`src/rtl/i2d_wbarb_pkg.sv`:
```
// i2d_wbarb_pkg: shared arbiter state encoding, timeout default and the
// round-robin pick function used by the two-master Wishbone arbiter.
package i2d_wbarb_pkg;

  typedef enum logic [1:0] {
    ARB_IDLE = 2'b00,
    ARB_GNT0 = 2'b01,
    ARB_GNT1 = 2'b10
  } arb_state_e;

  localparam int unsigned TMO_DEF = 255;

  // Round-robin choice: a lone requester wins, a tie goes to the master
  // that was not served last, no request parks the bus.
  function automatic arb_state_e arb_pick(input logic req0, input logic req1,
                                          input logic last);
    arb_state_e pick;
    pick = ARB_IDLE;
    if (req0 && req1) begin
      pick = last ? ARB_GNT0 : ARB_GNT1;
    end else if (req0) begin
      pick = ARB_GNT0;
    end else if (req1) begin
      pick = ARB_GNT1;
    end
    return pick;
  endfunction

endpackage

```
`src/rtl/i2d_wbarb_tmo.sv`:
```
// i2d_wbarb_tmo: 8-bit slave-response watchdog. Counts granted cycles with
// an active cycle and no slave response; flags a hit when the count reaches
// the limit and restarts from zero.
module i2d_wbarb_tmo
  import i2d_wbarb_pkg::*;
#(
  parameter int unsigned TMO = TMO_DEF
) (
  input  logic clk,
  input  logic rst,
  input  logic clr_i,   // grant is changing this cycle
  input  logic run_i,   // granted master has cyc asserted
  input  logic resp_i,  // any of ack/err/retry from the slave
  output logic hit_o
);

  localparam logic [7:0] LIM = TMO[7:0];

  logic [7:0] cnt_q, cnt_d;

  assign hit_o = run_i && (cnt_q == LIM);

  // Next count: clear on grant change, response or timeout, else count busy cycles.
  always_comb begin
    cnt_d = cnt_q;
    if (clr_i || resp_i || hit_o) begin
      cnt_d = '0;
    end else if (run_i) begin
      cnt_d = cnt_q + 8'd1;
    end
  end

  // Counter register.
  always_ff @(posedge clk or posedge rst) begin
    if (rst) begin
      cnt_q <= '0;
    end else begin
      cnt_q <= cnt_d;
    end
  end

endmodule

```
`src/rtl/i2d_wbarb.sv`:
```
// i2d_wbarb: two-master (m0 = IFU, m1 = MAU) to one-slave Wishbone arbiter
// with round-robin fairness and registered grant. Optional slave-response
// timeout is enabled by defining I2D_WBARB_TIMEOUT_EN.
module i2d_wbarb
  import i2d_wbarb_pkg::*;
#(
  parameter int unsigned AW  = 32,
  parameter int unsigned DW  = 32,
  parameter int unsigned TMO = TMO_DEF
) (
  input  logic            clk,
  input  logic            rst,
  input  logic [AW-1:0]   m0_adr_i,
  input  logic [DW-1:0]   m0_dat_i,
  input  logic [DW/8-1:0] m0_sel_i,
  input  logic            m0_we_i,
  input  logic            m0_cyc_i,
  output logic [DW-1:0]   m0_dat_o,
  output logic            m0_ack_o,
  output logic            m0_err_o,
  output logic            m0_try_o,
  input  logic [AW-1:0]   m1_adr_i,
  input  logic [DW-1:0]   m1_dat_i,
  input  logic [DW/8-1:0] m1_sel_i,
  input  logic            m1_we_i,
  input  logic            m1_cyc_i,
  output logic [DW-1:0]   m1_dat_o,
  output logic            m1_ack_o,
  output logic            m1_err_o,
  output logic            m1_try_o,
  output logic [AW-1:0]   adr_o,
  output logic [DW-1:0]   dat_o,
  output logic [DW/8-1:0] sel_o,
  output logic            we_o,
  output logic            cyc_o,
  input  logic [DW-1:0]   dat_i,
  input  logic            ack_i,
  input  logic            err_i,
  input  logic            try_i,
  output logic [1:0]      gnt_o
);

  arb_state_e state_q, state_d;
  logic       last_q, last_d;
  logic       tmo_hit;

  assign gnt_o = state_q;

  // Next grant: arbitrate from IDLE or once the granted master releases cyc.
  always_comb begin
    state_d = state_q;
    last_d  = last_q;
    unique case (state_q)
      ARB_IDLE: state_d = arb_pick(m0_cyc_i, m1_cyc_i, last_q);
      ARB_GNT0: begin
        if (!m0_cyc_i) begin
          state_d = arb_pick(1'b0, m1_cyc_i, 1'b0);
          last_d  = 1'b0;
        end
      end
      ARB_GNT1: begin
        if (!m1_cyc_i) begin
          state_d = arb_pick(m0_cyc_i, 1'b0, 1'b1);
          last_d  = 1'b1;
        end
      end
      default: state_d = ARB_IDLE;
    endcase
  end

  // Grant state and last-served pointer; async reset drops the bus at once.
  always_ff @(posedge clk or posedge rst) begin
    if (rst) begin
      state_q <= ARB_IDLE;
      last_q  <= 1'b0;
    end else begin
      state_q <= state_d;
      last_q  <= last_d;
    end
  end

  // Bus mux toward the slave and response routing to the granted master only.
  always_comb begin
    adr_o    = '0;
    dat_o    = '0;
    sel_o    = '0;
    we_o     = 1'b0;
    cyc_o    = 1'b0;
    m0_dat_o = '0;
    m0_ack_o = 1'b0;
    m0_err_o = 1'b0;
    m0_try_o = 1'b0;
    m1_dat_o = '0;
    m1_ack_o = 1'b0;
    m1_err_o = 1'b0;
    m1_try_o = 1'b0;
    unique case (state_q)
      ARB_GNT0: begin
        adr_o    = m0_adr_i;
        dat_o    = m0_dat_i;
        sel_o    = m0_sel_i;
        we_o     = m0_we_i;
        cyc_o    = m0_cyc_i && !tmo_hit;
        m0_dat_o = dat_i;
        m0_ack_o = ack_i;
        m0_err_o = err_i || tmo_hit;
        m0_try_o = try_i;
      end
      ARB_GNT1: begin
        adr_o    = m1_adr_i;
        dat_o    = m1_dat_i;
        sel_o    = m1_sel_i;
        we_o     = m1_we_i;
        cyc_o    = m1_cyc_i && !tmo_hit;
        m1_dat_o = dat_i;
        m1_ack_o = ack_i;
        m1_err_o = err_i || tmo_hit;
        m1_try_o = try_i;
      end
      default: ;
    endcase
  end

`ifdef I2D_WBARB_TIMEOUT_EN
  logic tmo_run;

  // Granted master's own cyc, before any timeout masking.
  always_comb begin
    tmo_run = 1'b0;
    if (state_q == ARB_GNT0) tmo_run = m0_cyc_i;
    if (state_q == ARB_GNT1) tmo_run = m1_cyc_i;
  end

  i2d_wbarb_tmo #(
    .TMO(TMO)
  ) u_tmo (
    .clk   (clk),
    .rst   (rst),
    .clr_i (state_d != state_q),
    .run_i (tmo_run),
    .resp_i(ack_i || err_i || try_i),
    .hit_o (tmo_hit)
  );
`else
  logic unused_tmo_par;
  assign unused_tmo_par = ^TMO;
  assign tmo_hit        = 1'b0;
`endif

endmodule

```
`config.mk`:
```
export PLATFORM = sky130hd
export DESIGN_NAME = i2d_wbarb
export DESIGN_NICKNAME = d
export VERILOG_FILES = /design/src/rtl/i2d_wbarb_pkg.sv /design/src/rtl/i2d_wbarb_tmo.sv /design/src/rtl/i2d_wbarb.sv
export SDC_FILE = /design/constraint.sdc
export NUM_CORES = 1
export LEC_CHECK = 0
export ABC_AREA = 1
export BUFFER_PORTS_ARGS = -buffer_cell sky130_fd_sc_hd__buf_4
export CAP_MARGIN = 20
export CELL_PAD_IN_SITES_DETAIL_PLACEMENT = 0
export CELL_PAD_IN_SITES_GLOBAL_PLACEMENT = 2
export CORE_UTILIZATION = 10
export DETAILED_ROUTE_END_ITERATION = 10
export GPL_TIMING_DRIVEN = 0
export PLACE_DENSITY_LB_ADDON = 0.25
export SYNTH_ARGS = -nofsm -noshare
export SYNTH_HDL_FRONTEND = slang
export SYNTH_SLANG_ARGS = --single-unit
```
`constraint.sdc`:
```
create_clock -name clk -period 4.3 [get_ports clk]
set_clock_uncertainty 0.05 [all_clocks]
set_input_delay 0.43 -clock clk [delete_from_list [all_inputs] [get_ports clk]]
set_output_delay 0.43 -clock clk [all_outputs]
set_load 0.02 [all_outputs]
```
---- Yosys cells after proc, flatten, opt, wreduce, memory -nomap -nowiden ----
Index checks and enable logic that the tools add are counted.
word-level totals
  register bits after elaboration ......... 3
  output and inout bits ................... 142
  word-level logic and storage cells ...... 35
operators by class
  equal/unequal tests ..................... 4
  multiplexer cells ....................... 24
  reductions and logical operators ........ 5
operators with widths
  kind                                                  count
  case mux 32 bit (2 select lines)                      2
  2-to-1 mux 32 bit                                     2
  2-to-1 mux 2 bit                                      6
  2-to-1 mux 1 bit                                      9
  case mux 4 bit (2 select lines)                       1
  case mux 1 bit (2 select lines)                       3
  case mux 2 bit (3 select lines)                       1
  != test 2 bit (second input constant)                 2
  AND reduction 3 bit                                   1
  equality test 2 x 1 -> 1 bit (second input constant)  1
  equality test 2 bit (second input constant)           1
  zero test 2 bit                                       1
  AND reduction 2 bit                                   1
  nonzero test 2 bit                                    1
  logical AND 1 bit                                     1

---- Depth between registers and ports, before layout ----
Gate-level depths: netlist of run 1.
  word-level depth ........................ 4
  depth in mapped cells ................... 8
  mapped depth without buffers ............ 7

---- Worst setup path after synthesis of run 1 ----
Ideal clock, no wire load.
  path type ............................... reg2out
  start ................................... reg state_q[0], in the netlist gnt_o[0]
  end ..................................... out adr_o[17]
  arrival ................................. 1,560 ps
  data required time ...................... 3,820 ps
  path slack .............................. 2,260 ps
  stages on the path, launching flop included .. 6
  path buffers ............................ 1
  cells stage by stage .................... dfrtp_1 -> inv_1 -> ha_1 -> inv_2 -> clkbuf_1 -> a21oi_1
between the ends
  cells in the longest elaborated chain, start to end .. 2
  elaborated cells on any way between the ends .. 3
  those cells by class .................... 2 x eq/ne; 1 x mux
RTL lines
  item                                                                        line             text
  start, declared                                                             i2d_wbarb.sv:43  arb_state_e state_q, state_d;
  start signal, assigned                                                      i2d_wbarb.sv:77  state_q <= state_d;
  equality test 2 bit / equality test 2 x 1 -> 1 bit (equally long branches)  i2d_wbarb.sv:97  unique case (state_q)
  case mux 32 bit (2 select lines) *                                          i2d_wbarb.sv:97
  end, declared                                                               i2d_wbarb.sv:31  output logic [AW-1:0] adr_o,
Mark *: on every way between the ends. The rest lies on a longest branch, timed or not.

---- Worst setup path in the final report of run 1 ----
  start ................................... reg state_q[0], in the netlist gnt_o[0]
  end ..................................... out adr_o[20]
Same word-level chain as after synthesis.

==> flow_summary.yaml, run 1 <==
run_status:
  status: "finished clean"
synth:
  synth_cell_types: 16
  synth_area_mm2: 0.00189
  syn_nets: 600
  synth_seq_area_share: 0.0398
  yosysWarnings: 0
  syn_area_per_cell_um2: 4.51
  ys_ff_latch: 3
  syn_inst: 418
worst_setup_path:
  crit_required_ps: 3820
  crit_arrival_ps: 2020
  setup.worst_path.end_class: "output pin"
  rrSetupSlack_ps: 2720
  crit_path_max_fanout: 10
  start_kind: "flip-flop"
  worstSetupPathType: "flip-flop to output pin"
  crit_slowest_cell: "clkbuf_1"
  path_cells: "inv_1, ha_1, inv_2, clkbuf_1, a21oi_1, buf_4"
  slowest_delay_ps: 510
place:
  post_dp_cell_area_mm2: 0.00456
  place_inst: 965
  io_buffers: 318
  hpwl_um: 10200
  place_congestion: 0.797
  dpl_worst_slack_ps: 1940
worst_hold_path:
  min_path_type: "input pin to async pin"
floorplanning:
  num_io_pins: 319
  die_h_um: 139
  initial_utilization: 0.104
  rows: 49
  core_area_mm2: 0.0182
  die-area_mm2: 0.0194
  die_w_um: 139
clock_tree:
  cts_root_buf: "clkbuf_16"
  clock_sinks: 3
  cts_buffers: 3
  cts.clk_slew.worst_paths_ps: 30
  cts_hold_buf: 0
  clkLatencyLatePin_ps: 220
  ctsResizeCount: 0
  ctsLongestPathBuffers: 2
  tritoncts: "done"
  htree_levels: 1
  postCtsSetupRepairBufs: 0
route:
  finalWirelength_um: 11900
  drt_iter0_drc: 54
  avgRoutedWirePerCell_um: 12.2
  ant_nets: 0
  dr.pass1.iters: 4
  via_per_inst: 3.77
  vias: 3653
  drc: 0
finish:
  finish.utilization: 0.255
  layout.nets: 923
  n_fill_cell: 2101
  area_growth_pct: 146
  num_antenna_cells: 0
  layout-drive-gt1-share: 0.496
  final_cells: 969
  fin_area_mm2: 0.00464
timing:
  rsz0062_at_grt: "no"
  period_share: 0.582
  fmax_ghz: 0.400
  setup_slack_ps: 1800
  setup_viol: 0
  finalHoldViolCount: 0
  fin_tns_setup_ps: 0
  max_slew_margin: 0.581
  final.min_clock_period_ps: 2500
  tightest_slew_ps: 628
  whs_ps: 38.8
  drv_slew: 0
grt:
  first_global_vias: 3663
  grt_use_total: 0.115
  grt-ovfl-total: 0
  grt_max_degree: 11
  grt_antenna_before_repair: 0
  grt_pass1_wl_um: 18100
power_and_ir_drop:
  cellLeakagePower_nw: 2.89
  cellPowerDensity_mw_per_mm2: 463
  finalPower_mw: 2.15
  irDropWorstVdd_mv: 0.156
flow_run:
  drv_cap: 0
-- placed cells by master (no fill, tap or decap) --
master / instances
o21ai_0: 1
a21oi_1: 60
buf_4: 319
ha_1: 5
nand3b_1: 1
dfrtp_1: 3
inv_2: 1
clkbuf_1: 7
buf_6: 3
nor2_1: 2
nand3_1: 1
nand2_2: 10
nand2_1: 216
buf_2: 21
inv_1: 77
clkbuf_16: 3
a21oi_2: 10
-- layout make-up --
cell class	instances	area, um^2	share of cell area
Multi-Input combinational cell	306	1350	0.291
Buffer	31	169	0.0364
Timing Repair Buffer	318	2390	0.515
Clock buffer	4	78.8	0.0170
Tap cell	229	287	0.0618
Sequential cell	3	75.1	0.0162
Inverter	78	293	0.0631
-- where the power goes --
part	internal (mW)	leakage [nW]	switching, mW	total (mW)
registers	0.0401	0.0358	0.0141	0.0542
clock network	0.122	0.0382	0.0260	0.148
logic	0.732	2.82	1.21	1.95
-- worst paths after layout --
| kind | startpoint | endpoint | depth (start not counted) |
|---|---|---|---|
| min | rst | gnt_o[1] | 2 |
| min reg2reg | last_q | last_q | 2 |
| min in group clk | m0_cyc_i | last_q | 3 |
| max in group asynchronous | rst | last_q | 2 |
| max | gnt_o[0] | adr_o[20] | 6 |
| max reg2reg | gnt_o[0] | last_q | 6 |
-- cell usage after synthesis --
cell | number | area share
nand2_2 | 10 | 0.033
buf_4 | 1 | 0.0040
nand3b_1 | 1 | 0.0040
nand3_1 | 1 | 0.0027
o21ai_0 | 1 | 0.0027
clkbuf_1 | 6 | 0.012
a21oi_2 | 10 | 0.046
dfrtp_1 | 3 | 0.040
inv_1 | 77 | 0.15
buf_6 | 3 | 0.018
a21oi_1 | 60 | 0.16
inv_2 | 1 | 0.0020
nand2_1 | 216 | 0.43
buf_2 | 21 | 0.056
ha_1 | 5 | 0.033
nor2_1 | 2 | 0.0040
-- logic make-up (layout without fill, tap and decap cells) --
kind of cell / after synthesis / after routing / synth area share
compound gates: 71 / 71 / 0.208
fa+ha+maj: 5 / 5 / 0.0332
buf+inv: 109 / 431 / 0.245
flops: 3 / 3 / 0.0398
simple gates: 230 / 230 / 0.474
-- registers in the layout, indices dropped and copies added (netlist names) --
name    count
gnt_o       2
last_q      1
-- metal layers --
| layer | share of wire | global-route usage | wire, um | vias up |
|---|---|---|---|---|
| met5 | 0 | 0 | 0 | - |
| met4 | 0.0072 | 0.0135 | 85 | 0 |
| met3 | 0.11 | 0.0327 | 1310 | 8 |
| met2 | 0.52 | 0.224 | 6120 | 212 |
| met1 | 0.37 | 0.123 | 4350 | 1566 |
| li1 | - | - | - | 1867 |
-- worst max-delay path: cells and delay by family (launching register included) --
family / cells / cell delay [ps]
adder cells (fa/ha/maj): 1 / 310
buffers and inverters: 4 / 960
AO/OA/AOI/OAI: 1 / 100
flip-flops: 1 / 420
Note: power is estimated with default switching activity, not from simulation.
==> run 2: changes to the inputs <==
==> constraint.sdc (replaced) <==
create_clock -name clk -period 2.5 [get_ports clk]
set_clock_uncertainty 0.05 [all_clocks]
set_input_delay 0.25 -clock clk [delete_from_list [all_inputs] [get_ports clk]]
set_output_delay 0.25 -clock clk [all_outputs]
set_load 0.02 [all_outputs]
==> run 2 against run 1 <==
  * Setup slack worse by 1500 ps
  * First-iteration DRC count up 5.6%
  * Combinational power up 72%
  * Sequential power up 72%
  * Count of clock-buffer cells in the layout unchanged
  * Sequential share of layout area about the same
  * Highest routed layer unchanged
  * Clock power up 72%
  * Worst hold slack better by 230 ps
==> flow_summary.yaml, run 2 (same netlist as run 1, synthesis figures left out) <==
route:
  ant_nets: 0
  avgRoutedWirePerCell_um: 12.2
  vias: 3654
  via_per_inst: 3.77
  dr.pass1.iters: 4
  drt_iter0_drc: 57
  drc: 0
  finalWirelength_um: 11900
timing:
  max_slew_margin: 0.695
  period_share: 0.874
  setup_viol: 0
  rsz0062_at_grt: "no"
  final.min_clock_period_ps: 2190
  fmax_ghz: 0.457
  fin_tns_setup_ps: 0
  tightest_slew_ps: 458
  finalHoldViolCount: 0
  drv_slew: 0
  setup_slack_ps: 314
clock_tree:
  cts_buffers: 3
  cts_root_buf: "clkbuf_16"
  ctsLongestPathBuffers: 2
  htree_levels: 1
  tritoncts: "done"
  postCtsSetupRepairBufs: 0
  cts.clk_slew.worst_paths_ps: 30
  clock_sinks: 3
  clkLatencyLatePin_ps: 220
finish:
  layout.area.seq_um2: 75.1
  layout-drive-gt1-share: 0.498
  area_growth_pct: 147
  largest_register_ffs: 2
  layout.nets: 924
  multi_input_area_mm2: 0.00135
  layout_common_cells: "buf_4 (319), nand2_1 (216), inv_1 (77)"
  fin_area_mm2: 0.00465
  n_fill_cell: 2098
  mostFrequentLayoutCell: "buf_4"
  num_antenna_cells: 0
floorplanning:
  die_h_um: 139
  die_w_um: 139
  initial_utilization: 0.104
  die-area_mm2: 0.0194
  rows: 49
  core_area_mm2: 0.0182
  num_io_pins: 319
place:
  place_congestion: 0.797
  hpwl_um: 10200
  post_dp_cell_area_mm2: 0.00456
  dpl_worst_slack_ps: 321
  io_buffers: 318
run_status:
  status: "finished clean"
worst_setup_path:
  worstSetupPathType: "flip-flop to output pin"
  path_delay_family: "buffers and inverters"
  crit_arrival_ps: 1890
  path_cells: "inv_1, ha_1, inv_2, clkbuf_1, a21oi_1, buf_4"
  crit_required_ps: 2200
  slowest_delay_ps: 420
  crit_slowest_cell: "dfrtp_1"
  crit_path_max_fanout: 10
  start_kind: "flip-flop"
  setup.worst_path.end_class: "output pin"
  path_buf_inv: 4
grt:
  grt_max_degree: 11
  first_global_vias: 3666
  grt_use_total: 0.115
  grt_antenna_before_repair: 0
  grt-ovfl-total: 0
  grt_pass1_wl_um: 18100
power_and_ir_drop:
  cellPowerDensity_mw_per_mm2: 796
  irDropWorstVdd_mv: 0.268
  cellLeakagePower_nw: 2.90
flow_run:
  drv_cap: 0
worst_hold_path:
  min_path_type: "input pin to flip-flop"
[run 2: report_power, final]
group | internal (mW) | switching (mW) | leakage [nW] | total (mW)
registers | 0.0690 | 0.0243 | 0.0358 | 0.0932
logic | 1.27 | 2.09 | 2.83 | 3.35
clock network | 0.211 | 0.0448 | 0.0382 | 0.255
total | 1.55 | 2.16 | 2.90 | 3.70
[run 2: repair_timing]
item,in CTS,in global routing
setup endpoints to repair,0,9
hold endpoints to repair,3,0
hold buffers,1,0
resized for setup,0,4
[run 2: cell type report]
cell class                      instances  share of cell area
Inverter                               78              0.0630
Sequential cell                         3              0.0161
Clock buffer                            4              0.0169
Multi-Input combinational cell        306               0.290
Timing Repair Buffer                  319               0.515
Buffer                                 31              0.0369
Tap cell                              229              0.0616
[run 2: worst reg2reg max path, stage by stage, from the launching register on]
cell and delay, ps:
dfrtp_1 420, inv_1 110, ha_1 200, buf_2 180, buf_2 220, o21ai_0 190
nand3_1 100
[run 2: worst paths after layout]
check,from,endpoint,slack (ps),cells past startpoint
worst max-delay path,gnt_o[0],sel_o[1],310,6
worst min-delay path,m0_cyc_i,last_q,270,3
worst max register to register,gnt_o[0],last_q,920,6
worst min register to register,last_q,last_q,490,2
max in group asynchronous,rst,last_q,1830,3
min in group asynchronous,rst,gnt_o[1],420,3
[run 2: routing by layer]
layer / vias to the layer above / track usage / share of wire
met2: 214 / 0.224 / 0.52
met3: 8 / 0.0320 / 0.11
li1: 1869 / - / -
met4: 0 / 0.0135 / 0.0072
met1: 1563 / 0.124 / 0.37
met5: - / 0 / 0
[run 2: stage by stage]
stage | util | instances | total power [mW] | hold WS, ps
floorplan | - | 418 | 2.01 | -46.4
global placement | 0.250 | 965 | 3.52 | 80.4
detailed placement | 0.250 | 965 | 3.52 | 88.9
CTS | 0.255 | 970 | 3.79 | 262
global route | 0.255 | 970 | 4.07 | 295
finish | 0.255 | 970 | 3.70 | 266
